==> config.mk <==
export PLATFORM = sky130hd
export DESIGN_NAME = pdm_mod
export DESIGN_NICKNAME = d
export VERILOG_FILES = /design/src/rtl/pdm_mod.sv
export SDC_FILE = /design/constraint.sdc
export NUM_CORES = 1
export LEC_CHECK = 0
export CAP_MARGIN = 20
export CELL_PAD_IN_SITES_DETAIL_PLACEMENT = 0
export CELL_PAD_IN_SITES_GLOBAL_PLACEMENT = 1
export CORE_MARGIN = 1
export CORE_UTILIZATION = 45
export CTS_CLUSTER_DIAMETER = 50
export CTS_CLUSTER_SIZE = 16
export DETAILED_ROUTE_END_ITERATION = 16
export DONT_BUFFER_PORTS = 1
export GPL_TIMING_DRIVEN = 0
export PLACE_DENSITY = 0.69
export SYNTH_ARGS = -nofsm -noshare
export SYNTH_HDL_FRONTEND = slang
export SYNTH_SLANG_ARGS = --single-unit
export TNS_END_PERCENT = 5
==> constraint.sdc <==
create_clock -name Clock -period 17.2 [get_ports Clock]
set_input_delay 3.44 -clock Clock [delete_from_list [all_inputs] [get_ports Clock]]
set_output_delay 3.44 -clock Clock [all_outputs]
set_load 0.05 [all_outputs]
==> src/rtl/pdm_mod.sv <==
// Second-order sigma-delta PCM-to-PDM modulator with push FIFO and frame strobe.
// Optional LFSR dither on the bit decision: define PDM_MOD_DITHER_EN.
module pdm_mod #(
  parameter int OSR        = 512,
  parameter int FIFO_DEPTH = 4,
  parameter int ACC_W      = 24
) (
  input  logic               Clock,
  input  logic               Reset,
  input  logic               Enable,
  input  logic signed [15:0] Din,
  input  logic               PushIn,
  output logic               Ready,
  output logic               BitOut,
  output logic               FILTER,
  output logic               Underrun,
  output logic               Overflow,
  output logic               Busy
);
  localparam int CW = $clog2(OSR);
  localparam int AW = $clog2(FIFO_DEPTH);
  localparam int EW = ACC_W + 2;
  localparam logic signed [EW-1:0] MAX_E = EW'({1'b0, {(ACC_W-1){1'b1}}});
  localparam logic signed [EW-1:0] MIN_E = ~MAX_E;
  localparam logic signed [EW-1:0] FB_P  = EW'(32767);
  localparam logic signed [EW-1:0] FB_N  = -EW'(32768);

  typedef enum logic [1:0] {IDLE, RUN, DRAIN} state_t;
  state_t state, state_nx;

  logic signed [15:0]      fifo_mem [FIFO_DEPTH];
  logic [AW-1:0]           wr_ptr, rd_ptr;
  logic [AW:0]             count;
  logic signed [15:0]      cur_sample;
  logic [CW-1:0]           bit_cnt;
  logic signed [ACC_W-1:0] i1, i2, i1_n, i2_n;
  logic signed [EW-1:0]    x_e, fb_e, s1, s2;
  logic                    push, pop, step, last, to_idle, undr, bit_n;

  assign Ready = (count != (AW+1)'(FIFO_DEPTH));
  assign push  = PushIn & Ready;
  assign Busy  = (state != IDLE);
  assign last  = (bit_cnt == CW'(OSR-1));

  always_comb begin
    state_nx = state;
    pop      = 1'b0;
    step     = 1'b0;
    to_idle  = 1'b0;
    undr     = 1'b0;
    case (state)
      IDLE: if (Enable && count != '0) begin
        pop      = 1'b1;
        state_nx = RUN;
      end
      RUN: begin
        step = 1'b1;
        if (last) begin
          if (Enable) begin
            pop  = (count != '0);
            undr = (count == '0);
          end else begin
            state_nx = IDLE;
            to_idle  = 1'b1;
          end
        end else if (!Enable) state_nx = DRAIN;
      end
      DRAIN: begin
        step = 1'b1;
        if (last) begin
          state_nx = IDLE;
          to_idle  = 1'b1;
        end
      end
      default: state_nx = IDLE;
    endcase
  end

  function automatic logic signed [ACC_W-1:0] sat(input logic signed [EW-1:0] v);
    if (v > MAX_E)      return MAX_E[ACC_W-1:0];
    else if (v < MIN_E) return MIN_E[ACC_W-1:0];
    else                return v[ACC_W-1:0];
  endfunction

  // Extra headroom bits so the sums cannot wrap before saturation
  always_comb begin
    x_e  = {{(EW-16){cur_sample[15]}}, cur_sample};
    fb_e = BitOut ? FB_P : FB_N;
    s1   = {{2{i1[ACC_W-1]}}, i1} + x_e - fb_e;
    i1_n = sat(s1);
    s2   = {{2{i2[ACC_W-1]}}, i2} + {{2{i1_n[ACC_W-1]}}, i1_n} - fb_e;
    i2_n = sat(s2);
  end

`ifdef PDM_MOD_DITHER_EN
  logic [15:0]      lfsr;
  logic [ACC_W:0]   dsum;
  always_ff @(posedge Clock or posedge Reset)
    if (Reset)     lfsr <= 16'hACE1;
    else if (step) lfsr <= {1'b0, lfsr[15:1]} ^ (lfsr[0] ? 16'hB400 : 16'h0000);
  // Dither only perturbs the decision; the stored i2 stays clean
  assign dsum  = {i2_n[ACC_W-1], i2_n} + {{(ACC_W-3){lfsr[3]}}, lfsr[3:0]};
  assign bit_n = ~dsum[ACC_W];
`else
  assign bit_n = ~i2_n[ACC_W-1];
`endif

  always_ff @(posedge Clock)
    if (push) fifo_mem[wr_ptr] <= Din;

  always_ff @(posedge Clock or posedge Reset) begin
    if (Reset) begin
      state      <= IDLE;
      wr_ptr     <= '0;
      rd_ptr     <= '0;
      count      <= '0;
      cur_sample <= '0;
      bit_cnt    <= '0;
      i1         <= '0;
      i2         <= '0;
      BitOut     <= 1'b0;
      FILTER     <= 1'b0;
      Underrun   <= 1'b0;
      Overflow   <= 1'b0;
    end else begin
      state    <= state_nx;
      FILTER   <= step & last;
      Underrun <= undr;
      Overflow <= PushIn & ~Ready;
      if (push) wr_ptr <= wr_ptr + 1'b1;
      if (pop) begin
        rd_ptr     <= rd_ptr + 1'b1;
        cur_sample <= fifo_mem[rd_ptr];
      end
      count   <= count + {{AW{1'b0}}, push} - {{AW{1'b0}}, pop};
      bit_cnt <= step ? bit_cnt + 1'b1 : '0;
      if (step && !to_idle) begin
        i1     <= i1_n;
        i2     <= i2_n;
        BitOut <= bit_n;
      end else begin
        // Last bit still goes out with FILTER; integrators restart from zero
        i1     <= '0;
        i2     <= '0;
        BitOut <= step ? bit_n : 1'b0;
      end
    end
  end
endmodule

## Yosys cells after proc, flatten, opt, wreduce, memory -nomap -nowiden

Memories as Yosys holds them, arrays and structs flattened. A register that Yosys moved wholly into a read port is not among the register bits.
Index checks and enable logic that the tools add are counted.

- Register bits after elaboration: 70
- RAM bits: 64
- Input port bits: 20
- Output and inout bits: 6
- Word-level logic and storage cells: 76
- Memories kept: 1

Memories:

| memory | depth | width | read ports | clocked after memory_dff | write ports | RTL line | text |
|---|---|---|---|---|---|---|---|
| fifo_mem | 4 | 16 | 1 | 1 | 1 | 31 | `logic signed [15:0] fifo_mem [FIFO_DEPTH];` |

- Add/sub/neg operators: 9
- Order comparisons: 4
- Equality and inequality tests: 7
- Muxes and demuxes: 30
- Bitwise logic cells: 5
- Reductions and logical operators: 9

Operators with widths:

| kind | count |
|---|---|
| 2-to-1 mux 24 bit | 6 |
| > comparator 26 x 24 -> 1 bit, second input constant | 2 |
| < comparator 26 x 24 -> 1 bit, second input constant | 2 |
| subtractor 26 bit | 2 |
| 2-to-1 mux 26 bit | 1 |
| adder 24 x 16 -> 25 bit | 1 |
| adder 24 x 24 -> 25 bit | 1 |
| 2-to-1 mux 1 bit | 14 |
| 2-to-1 mux 2 bit | 5 |
| adder 9 x 1 -> 9 bit, second input constant | 1 |
| == test 9 bit, second input constant | 1 |
| 2-to-1 mux 9 bit | 1 |
| inequality test 2 bit, second input constant | 3 |
| case mux 2 bit (3 select lines) | 1 |
| adder 2 x 1 -> 2 bit, second input constant | 2 |
| case mux 1 bit (2 select lines) | 2 |
| adder 3 x 1 -> 3 bit | 1 |
| bitwise AND 1 bit | 3 |
| logical NOT 3 bit | 1 |
| inequality test 3 bit, second input constant | 1 |
| AND reduction 3 bit | 1 |
| nonzero test 3 bit | 1 |
| subtractor 3 x 1 -> 3 bit | 1 |
| == test 2 x 1 -> 1 bit, second input constant | 1 |
| 7 further kinds | 9 |

## Longest topological paths before layout

Gate-level depths: netlist of run 1.

- Word-level depth: 13
- Depth in mapped cells: 44
- Depth with buffers taken out: 42

## Worst setup path after synthesis of run 1

Ideal clock, no wire load.

- Path type: register to register
- From: register cur_sample[0] (read register of fifo_mem)
- To: register i2[22]
- Setup time: 83 ps
- Arrival: 8217 ps
- Path slack: 8901 ps
- Cell stages (with the launch flop): 42
- Buffers on the path: 2
- Path through: dfrtp_1 -> ha_1 -> inv_1 -> fa_1 -> nor2b_1 -> o21ai_0 -> a2111o_1 -> nand3_1 -> a21oi_1 -> o21ai_0 -> a21o_1 -> a21oi_1 -> xnor2_1 -> ha_1 -> and3_1 -> o21ai_0 -> o2111a_1 -> o211ai_1 -> (+6 left out) -> fa_1 -> a21o_1 -> a21oi_1 -> o211ai_1 -> a31o_2 -> a21oi_1 -> xnor2_1 -> ha_1 -> and4_1 -> nand4_1 -> a21o_1 -> a211oi_2 -> o311ai_1 -> a32oi_1 -> o21ai_0 -> or2_2 -> clkbuf_1 -> o21ai_0

- Longest elaborated chain between the ends: 11
- Elaborated cells between the ends (all ways): 13

Ends and longest elaborated chain:

| element | RTL line | text |
|---|---|---|
| from (decl) | 34 | `logic signed [15:0] cur_sample;` |
| adder 24 x 16 -> 25 bit * | 89 | `s1 = {{2{i1[ACC_W-1]}}, i1} + x_e - fb_e;` |
| subtractor 26 bit * | 89 |  |
| < comparator 26 x 24 -> 1 bit | 81 | `else if (v < MIN_E) return MIN_E[ACC_W-1:0];` |
| 2-to-1 mux 24 bit | 81 |  |
| 2-to-1 mux 24 bit * | 80 | `if (v > MAX_E) return MAX_E[ACC_W-1:0];` |
| adder 24 x 24 -> 25 bit * | 91 | `s2 = {{2{i2[ACC_W-1]}}, i2} + {{2{i1_n[ACC_W-1]}}, i1_n} - fb_e;` |
| subtractor 26 bit * | 91 |  |
| < comparator 26 x 24 -> 1 bit | 81 |  |
| 2-to-1 mux 24 bit | 81 |  |
| 2-to-1 mux 24 bit * | 80 |  |
| 2-to-1 mux 24 bit * | 137 | `if (step && !to_idle) begin` |
| to (signal assigned) | 139 | `i2 <= i2_n;` |
| to (decl) | 36 | `logic signed [ACC_W-1:0] i1, i2, i1_n, i2_n;` |

Mark *: on every way between the ends. The rest lies on a longest branch, timed or not.
A chain may end at the register's enable or synchronous reset.

## Worst setup path in the final report of run 1

Same ends and word-level chain as after synthesis.

==> run_results.csv, run 1 <==
group,metric,value,unit
sta,fin_tns_setup,0,ns
floorplanning,die_area,23800,um2
drt,drcViolationCount,0,
placed_design,placed_cells,1293,
drt,wl,22100,um
floorplanning,die_h,154,um
clock_network,cts_setup_buffers,0,
power,report.power.total,0.000872,W
synthesis,ys_seq_area_frac,0.390,
sta,whs,0.463,ns
critical_path,end_kind,"flip-flop",
layout,fillers,2103,
job,maxCapViolations,0,
floorplanning,design.core.area,22700,um2
power,clkPwrFrac,0.437,
clock_network,clockBufferDepth,2,
min_path,hold_path_depth,1,
power,combPwrFrac,0.070,
floorplanning,fp.dieW,154,um
drt,post_drt_via_cell_ratio,5.58,
critical_path,critPathTopFamily,"compound AO/OA/AOI/OAI gates",
sta,fmax,93.4,MHz
min_path,hold_path_class,"reg2reg",
sta,post-route-period-util,0.622,
floorplanning,pin_count,26,
clock_network,htree_levels,4,
layout,nets,1165,
clock_network,clk_pin_slew_worst_paths,0.07,ns
synthesis,ys.flop_type,"dfrtp_1",
layout,final_cells,1326,
clock_network,clk_latency,0.42,ns
placed_design,place_congestion,0.832,
synthesis,syn_inst,1007,
critical_path,setup.worst_path.start_class,"flip-flop",
floorplanning,start_util,0.460,
clock_network,cts_buffers,17,
layout,drive_above_1_share,0.0941,
min_path,hold_end,"bit_cnt[0]",
drt,wl_per_cell,16.7,um
placed_design,dpl.hpwl,17100,um
synthesis,yosysTopAreaCellShare,0.206,
clock_network,holdBufCountCts,0,
floorplanning,num_rows,55,
sta,slew_viol_final,0,
drt,drt-initial-drc-count,363,
synthesis,synth.distinct_cells,69,
layout,syn_to_final_growth,9.98,%
clock_network,tritoncts,"yes",
critical_path,cp_slowest_cell,"a32oi_1",
clock_network,clkSinkCount,150,
critical_path,timing.rr.end,"i2[22]",
power,pwr-share-seq,0.493,
sta,fin_skew,0.0154,ns
grt,grt_usage,0.201,
grt,grt_max_degree,72,
grt,grt_pass1_wl,37900,um
power,p_leak,5.08,nW
min_path,min_from,"bit_cnt[0]",
synthesis,synth_edf_count,64,
sta,period_minus_slack,10.71,ns
layout,antenna_cells,0,
critical_path,path_buf_inv,4,
synthesis,syn_nets,1144,
layout,fin_util,0.506,
synthesis,yosysMostFrequentCell,"ha_1",
critical_path,critPathKind,"reg2reg",
drt,vias,7399,
sta,worst_slew_pin_slew,0.856,ns
synthesis,synthTopCellsByCount,"ha_1 (112), dfrtp_1 (86), a21oi_1 (85)",
synthesis,synthTopCellsByArea,"dfrtp_1 (21%), edfxtp_1 (18%), ha_1 (13%)",
status,status,"complete, no violations",
drt,ant_nets,0,
placed_design,port_buffers,0,
synthesis,synth-seq-cells,150,
synthesis,syn_area,10400,um2
sta,relSlewSlack,0.429,
clock_network,cts_resized,0,
critical_path,cp_slowest_stage_delay,0.68,ns
critical_path,reg2reg_slack,6.49,ns
power,p_int,0.000636,W
sta,setup_violations,0,
clock_network,cts_root_buf,"clkbuf_16",
critical_path,cp_data_required_time,17.53,ns
grt,grt_pass1_vias,7580,
drt,drtPass1Iterations,4,
power,switchingPower,0.000236,W
grt,gr-total-overflow,0,
critical_path,worstReg2RegStart,"cur_sample[0]",
sta,rsz0062_at_grt,"no",
sta,hold_viol,0,
synthesis,synth_area_per_cell,10.4,um2
power,p_sw_frac,0.270,
critical_path,rr_worst_depth,41,
critical_path,cp_max_fo,10,
grt,antenna_found_initial,0,
synthesis,yosysWarnings,0,
synthesis,async_flop_share,0.573,
power,peakVddDrop,0.0606,mV
power,p_per_area,75.9,nW/um2
critical_path,cp_data_arrival_time,11.04,ns
synthesis,netlist.top_cell.by_area,"dfrtp_1",
## registers in the layout, indices dropped and copies added, names as in the netlist
signal      count
bit_cnt         9
rd_ptr          2
fifo_mem       64
Underrun        1
BitOut          1
FILTER          1
state           2
i2             24
count           3
wr_ptr          2
Overflow        1
i1             24
cur_sample     16
## power by group through the flow
stage / clock (W) / combinational [W] / sequential [W]
detailed placement: 0 / 0.0000638 / 0.000438
floorplan: 0 / 0.0000465 / 0.000433
finish: 0.000381 / 0.0000606 / 0.000430
global route: 0.000407 / 0.0000696 / 0.000434
CTS: 0.000391 / 0.0000638 / 0.000431
global placement: 0 / 0.0000622 / 0.000437
## worst max-delay path by stage
stage	to	slack [ns]	cells past startpoint	start
floorplan	i2[22]	8.90	41	cur_sample[0]
global placement	i2[22]	6.13	31	BitOut
detailed placement	i2[22]	6.56	42	cur_sample[0]
CTS	i2[22]	6.39	41	cur_sample[0]
global route	i2[22]	5.74	41	cur_sample[0]
finish	i2[22]	6.49	41	cur_sample[0]
## cell type report
| cell class | instances | area [um2] | share of cell area |
|---|---|---|---|
| Multi-Input combinational cell | 786 | 6070 | 0.529 |
| Sequential cell | 150 | 4080 | 0.355 |
| Clock buffer | 17 | 425 | 0.0370 |
| Tap cell | 285 | 357 | 0.0310 |
| Clock inverter | 15 | 201 | 0.0175 |
| Inverter | 46 | 175 | 0.0153 |
| Buffer | 25 | 126 | 0.0110 |
| Timing Repair Buffer | 2 | 55.1 | 0.00479 |
## placed cells by master, fill, tap and decap left out, types with 17 or more instances in the layout
| cell type | n |
|---|---|
| a21o_1 | 40 |
| a21oi_1 | 85 |
| clkbuf_1 | 20 |
| clkbuf_16 | 17 |
| dfrtp_1 | 85 |
| edfxtp_1 | 64 |
| ha_1 | 112 |
| inv_1 | 45 |
| mux2_2 | 18 |
| nand2_1 | 41 |
| nand3_1 | 20 |
| nor2_1 | 57 |
| o21ai_0 | 80 |
| o22ai_1 | 22 |
| xnor2_1 | 57 |
| xor2_1 | 33 |
## per-stage QoR
stage               setup slack (ns)  area (um2)
floorplan                       8.90       10400
global placement                6.13       10800
detailed placement              6.56       10800
CTS                             6.39       11500
global route                    5.74       11500
finish                          6.49       11500
## logic make-up (layout without fill, tap and decap cells)
kind of cell | Yosys count | in the layout | synth area share
AOI/OAI and AO/OA | 322 | 322 | 0.198
and+or+nand+nor | 222 | 222 | 0.110
DFF | 150 | 150 | 0.390
adders and majority gates | 117 | 117 | 0.144
xor gates and xnor gates | 90 | 90 | 0.0755
buffers and inverters | 71 | 105 | 0.0286
muxes | 35 | 35 | 0.0549
## layer usage
layer	global-route usage	share of wire
met1	0.281	0.52
met2	0.327	0.45
met3	0.0339	0.023
met4	0.0434	0.0083
met5	0	0
## worst reg2reg max path, delay by kind of cell (launching register included)
kind,cells,cell delay (ns)
DFF,1,0.36
buffers and inverters,4,0.84
xor gates and xnor gates,3,0.42
adders and majority gates,6,1.87
and+or+nand+nor,8,1.57
AOI/OAI and AO/OA,20,5.57
(Power assumes the default switching activity.)
==> run 2: changes to the inputs <==
--- a/config.mk
+++ b/config.mk
@@ -15,7 +15,7 @@
 export DETAILED_ROUTE_END_ITERATION = 16
 export DONT_BUFFER_PORTS = 1
 export GPL_TIMING_DRIVEN = 0
-export PLACE_DENSITY = 0.69
+export PLACE_DENSITY = 0.71
 export SYNTH_ARGS = -nofsm -noshare
 export SYNTH_HDL_FRONTEND = slang
 export SYNTH_SLANG_ARGS = --single-unit
==> constraint.sdc (replaced) <==
create_clock -name Clock -period 9.8 [get_ports Clock]
set_input_delay 1.96 -clock Clock [delete_from_list [all_inputs] [get_ports Clock]]
set_output_delay 1.96 -clock Clock [all_outputs]
set_load 0.05 [all_outputs]
==> run_results.csv, run 2 (synthesized netlist as in run 1, its figures left out) <==
group,metric,value,unit
floorplanning,die_h,154,um
critical_path,rr_worst_depth,41,
layout,regArea,4080,um2
layout,syn_to_final_growth,11.9,%
critical_path,reg2reg_slack,0.56,ns
status,status,"complete, no violations",
layout,nets,1176,
power,p_leak,5.18,nW
layout,reg_top3,"fifo_mem (64), i1 (24), i2 (24)",
floorplanning,die_area,23800,um2
sta,hold_viol,0,
clock_network,cts_buffers,17,
drt,wl_per_cell,16.5,um
critical_path,cp_max_fo,10,
drt,drcViolationCount,0,
grt,gr-total-overflow,0,
sta,worst_slew_pin_slew,0.888,ns
clock_network,htree_levels,4,
critical_path,cp_data_required_time,10.14,ns
placed_design,place_congestion,0.817,
critical_path,end_kind,"flip-flop",
drt,drtPass1Iterations,6,
layout,multi_input_area,6150,um2
critical_path,cp_slowest_cell,"a2111o_1",
power,report.power.total,0.00153,W
sta,slew_viol_final,0,
critical_path,setup.worst_path.start_class,"flip-flop",
grt,grt_pass1_vias,7460,
critical_path,worstReg2RegStart,"cur_sample[0]",
power,p_per_area,131,nW/um2
layout,drive_above_1_share,0.124,
sta,setup_violations,0,
sta,post-route-period-util,0.943,
critical_path,cp_data_arrival_time,9.58,ns
floorplanning,start_util,0.460,
min_path,hold_path_depth,1,
clock_network,clockBufferDepth,2,
floorplanning,design.core.area,22700,um2
layout,antenna_cells,0,
min_path,min_from,"bit_cnt[0]",
floorplanning,fp.dieW,154,um
grt,grt_max_degree,45,
clock_network,cts_root_buf,"clkbuf_16",
critical_path,cp_slowest_stage_delay,0.47,ns
sta,period_minus_slack,9.24,ns
layout,regMostFlops,"fifo_mem",
placed_design,port_buffers,0,
drt,wl,22000,um
sta,fin_skew,0.0196,ns
drt,drt-initial-drc-count,300,
floorplanning,num_rows,55,
clock_network,tritoncts,"yes",
critical_path,critPathKind,"reg2reg",
min_path,hold_path_class,"reg2reg",
sta,fin_tns_setup,0,ns
sta,relSlewSlack,0.408,
critical_path,timing.rr.end,"i2[9]",
layout,largest_reg_flops,64,
drt,ant_nets,0,
sta,fmax,108,MHz
clock_network,clk_latency,0.43,ns
min_path,hold_end,"bit_cnt[0]",
clock_network,clkSinkCount,150,
placed_design,pre_cts_ws,-0.845,ns
job,maxCapViolations,0,
grt,antenna_found_initial,0,
layout,fillers,2100,
grt,grt_usage,0.196,
layout,final_common_cell,"ha_1",
grt,grt_pass1_wl,37000,um
clock_network,clk_pin_slew_worst_paths,0.07,ns
floorplanning,pin_count,26,
layout,layout_common_cells,"ha_1 (112), dfrtp_1 (85), a21oi_1 (80)",
drt,post_drt_via_cell_ratio,5.51,
sta,layout_setup_ws,0.562,ns
power,peakVddDrop,0.0964,mV
placed_design,dpl.hpwl,17000,um
drt,vias,7365,
[run 2: changes by cell type in the layout (fill, tap and decap cells not counted), moves of 2 or more]
cell / change
a21oi_2: +5
a21oi_1: -5
clkbuf_2: +5
a211oi_2: -2
o21ai_0: -6
buf_4: +11
o21ai_1: +5
clkbuf_1: -8
a211oi_4: +2
[run 2: timing repair]
item | in CTS | in global routing
hold buffers | 0 | 0
endpoints found under the setup margin | 23 | 23
buffers inserted | 3 | 9
pin swaps | 2 | 7
resized for setup | 9 | 32
[run 2: through the flow]
stage	util	instances	hold WS [ns]	cell area, um2
after floorplan	-	1007	0.424	10400
after global placement	0.476	1292	0.467	10800
after detailed placement	0.477	1293	0.459	10800
after CTS	0.507	1327	0.478	11500
after global routing	0.514	1337	0.513	11700
final	0.514	1337	0.473	11700
[run 2: per-layer routing]
metal,vias up,track usage,routed length (um)
met3,12,0.0331,418
met1,3449,0.276,11300
met2,63,0.317,10100
met4,0,0.0438,141
li1,3841,-,-
met5,-,0,0
[run 2: power breakdown]
| group | leakage (nW) | switching, W | internal [W] |
|---|---|---|---|
| sequential | 1.62 | 0.0000264 | 0.000728 |
| clock | 0.302 | 0.000315 | 0.000351 |
| combinational | 3.26 | 0.0000696 | 0.0000374 |
[run 2: final cells by class]
cell class / instances / area share
buffer: 24 / 0.0118
clock buffer: 17 / 0.0364
clock inverter: 15 / 0.0172
inverter: 46 / 0.0150
multi-input combinational: 786 / 0.527
sequential: 150 / 0.349
tap: 285 / 0.0305
timing repair buffer: 14 / 0.0135
[run 2: worst max-delay path by stage]
| stage | startpoint | end | slack [ns] | cells after the start |
|---|---|---|---|---|
| 2_1_floorplan | cur_sample[0] | i2[22] | 1.50 | 41 |
| 3_3_place_gp | BitOut | i2[22] | -1.15 | 31 |
| 3_5_place_dp | cur_sample[0] | i2[18] | -0.84 | 42 |
| 4_1_cts | cur_sample[0] | i2[18] | 0.03 | 42 |
| 5_1_grt | cur_sample[0] | i2[10] | -0.008 | 42 |
| 6_report | cur_sample[0] | i2[9] | 0.56 | 41 |
[run 2: critical path: cells and delay by family, from the launching register on]
| family | cells | cell delay (ns) |
|---|---|---|
| compound gates | 20 | 4.53 |
| xor+xnor | 2 | 0.25 |
| fa+ha+maj | 6 | 1.91 |
| buf+inv | 3 | 0.41 |
| flops | 1 | 0.35 |
| simple gates | 10 | 1.71 |
==> run 3: changes to the inputs <==
--- a/config.mk
+++ b/config.mk
@@ -8,6 +8,7 @@
 export CAP_MARGIN = 20
 export CELL_PAD_IN_SITES_DETAIL_PLACEMENT = 0
 export CELL_PAD_IN_SITES_GLOBAL_PLACEMENT = 1
+export CORE_ASPECT_RATIO = 1.4
 export CORE_MARGIN = 1
 export CORE_UTILIZATION = 45
 export CTS_CLUSTER_DIAMETER = 50
@@ -15,7 +16,7 @@
 export DETAILED_ROUTE_END_ITERATION = 16
 export DONT_BUFFER_PORTS = 1
 export GPL_TIMING_DRIVEN = 0
-export PLACE_DENSITY = 0.71
+export PLACE_DENSITY_LB_ADDON = 0.1
 export SYNTH_ARGS = -nofsm -noshare
 export SYNTH_HDL_FRONTEND = slang
 export SYNTH_SLANG_ARGS = --single-unit
==> constraint.sdc (replaced) <==
create_clock -name Clock -period 10.1 [get_ports Clock]
set_input_delay 2.02 -clock Clock [delete_from_list [all_inputs] [get_ports Clock]]
set_output_delay 2.02 -clock Clock [all_outputs]
set_load 0.05 [all_outputs]
==> run_results.csv, run 3 (synthesized netlist as in run 1, its figures left out) <==
group,metric,value,unit
status,status,"complete, no violations",
layout,largest_reg_flops,64,
critical_path,startpoint,"cur_sample[0]",
sta,slew_viol_final,0,
clock_network,tritoncts,"yes",
floorplanning,fp.dieW,131,um
clock_network,cts_buffers,17,
sta,period_minus_slack,9.54,ns
power,clkPwrFrac,0.426,
sta,layout_setup_ws,0.563,ns
sta,whs,0.460,ns
floorplanning,start_util,0.460,
power,pwr-share-seq,0.504,
critical_path,setup.worst_path.start_class,"flip-flop",
clock_network,clk_latency,0.43,ns
grt,grt_max_degree,70,
sta,fin_skew,0.00943,ns
drt,post_drt_via_cell_ratio,5.55,
layout,reg_top3,"fifo_mem (64), i1 (24), i2 (24)",
layout,nets,1172,
grt,grt_pass1_wl,38400,um
layout,drive_above_1_share,0.112,
drt,drcViolationCount,0,
placed_design,placed_cells,1310,
layout,multi_input_area,6140,um2
sta,relSlewSlack,0.419,
floorplanning,num_rows,65,
floorplanning,die_h,182,um
critical_path,cp_max_fo,10,
sta,fmax,105,MHz
critical_path,cp_data_required_time,10.43,ns
floorplanning,design.core.area,22700,um2
critical_path,cp_slowest_stage_delay,0.49,ns
critical_path,end_kind,"flip-flop",
drt,wl,23300,um
placed_design,pre_cts_ws,-0.511,ns
grt,antenna_found_initial,0,
drt,vias,7491,
placed_design,port_buffers,0,
power,p_sw_frac,0.247,
layout,layout_common_cells,"ha_1 (112), dfrtp_1 (85), a21oi_1 (83)",
drt,drtPass1Iterations,4,
power,p_int,0.00110,W
layout,final_cells,1349,
critical_path,cp_data_arrival_time,9.87,ns
drt,ant_nets,0,
layout,antenna_cells,0,
grt,gr-total-overflow,0,
critical_path,cp_slowest_cell,"a2111o_1",
floorplanning,pin_count,26,
clock_network,clkSinkCount,150,
layout,final_common_cell,"ha_1",
layout,regArea,4080,um2
critical_path,critPathKind,"reg2reg",
sta,setup_violations,0,
layout,regMostFlops,"fifo_mem",
power,p_per_area,126,nW/um2
floorplanning,die_area,23800,um2
grt,grt_usage,0.211,
power,p_leak,5.13,nW
placed_design,dpl.hpwl,18200,um
layout,syn_to_final_growth,11.1,%
clock_network,clockBufferDepth,2,
power,switchingPower,0.000360,W
clock_network,htree_levels,4,
sta,worst_slew_pin_slew,0.872,ns
min_path,min_from,"bit_cnt[0]",
drt,drt-initial-drc-count,327,
grt,grt_pass1_vias,7658,
clock_network,clk_pin_slew_worst_paths,0.06,ns
power,peakVddDrop,0.214,mV
clock_network,cts_root_buf,"clkbuf_16",
min_path,hold_path_class,"reg2reg",
layout,fillers,2072,
clock_network,holdBufCountCts,0,
drt,wl_per_cell,17.3,um
power,combPwrFrac,0.070,
placed_design,place_congestion,0.816,
critical_path,worstReg2RegStart,"cur_sample[0]",
sta,post-route-period-util,0.944,
job,maxCapViolations,0,
sta,hold_viol,0,
==> run 3: what timing repair did <==
item,4_1_cts,5_1_grt
pin swaps,1,4
gates cloned,0,0
setup buffers,2,6
resized for setup,4,21
setup endpoints to repair,23,23
==> run 3: final timing paths <==
kind                                    to  slack, ns  depth (start not counted)
worst max-delay path                 i2[9]       0.56                         42
worst min-delay path            bit_cnt[0]       0.46                          1
worst max register to register       i2[9]       0.56                         42
worst min register to register  bit_cnt[0]       0.46                          1
max in group asynchronous           i1[18]       8.08                          2
min in group asynchronous         Overflow       1.40                          1
==> run 3: power by group through the flow <==
stage	clock [W]	sequential (W)	combinational, W
final	0.000620	0.000735	0.000102
after global placement	0	0.000744	0.000101
after floorplan	0	0.000738	0.0000791
after global routing	0.000658	0.000741	0.000116
after CTS	0.000635	0.000736	0.000106
after detailed placement	0	0.000747	0.000105
==> run 3: per-layer routing <==
metal	track usage	share of wire
met1	0.244	0.42
met2	0.390	0.55
met3	0.0334	0.019
met4	0.0653	0.016
met5	0	0
==> run 3: area by class of cell <==
class | count | share of cell area
Tap cell | 301 | 0.0325
Timing Repair Buffer | 10 | 0.0110
Clock inverter | 13 | 0.0121
Clock buffer | 19 | 0.0382
Buffer | 24 | 0.0111
Sequential cell | 150 | 0.351
Multi-Input combinational cell | 786 | 0.529
Inverter | 46 | 0.0151
==> run 3: worst max-delay path, delay by kind of cell (launching register included) <==
family          cells  cell delay [ns]
compound gates     24             5.04
fa+ha+maj           6             1.95
simple gates        6             1.16
buf+inv             4             0.68
flops               1             0.35
xor+xnor            2             0.28
==> run 3: through the flow <==
| stage | setup TNS (ns) | utilization | instance area, um2 | total power (W) |
|---|---|---|---|---|
| 6_report | 0 | 0.511 | 11600 | 0.00146 |
| 5_1_grt | -0.000630 | 0.511 | 11600 | 0.00151 |
| 4_1_cts | 0 | 0.506 | 11500 | 0.00148 |
| 3_5_place_dp | -10.42 | 0.479 | 10900 | 0.000852 |
| 3_3_place_gp | -20.81 | 0.477 | 10800 | 0.000846 |
| 2_1_floorplan | 0 | - | 10400 | 0.000817 |
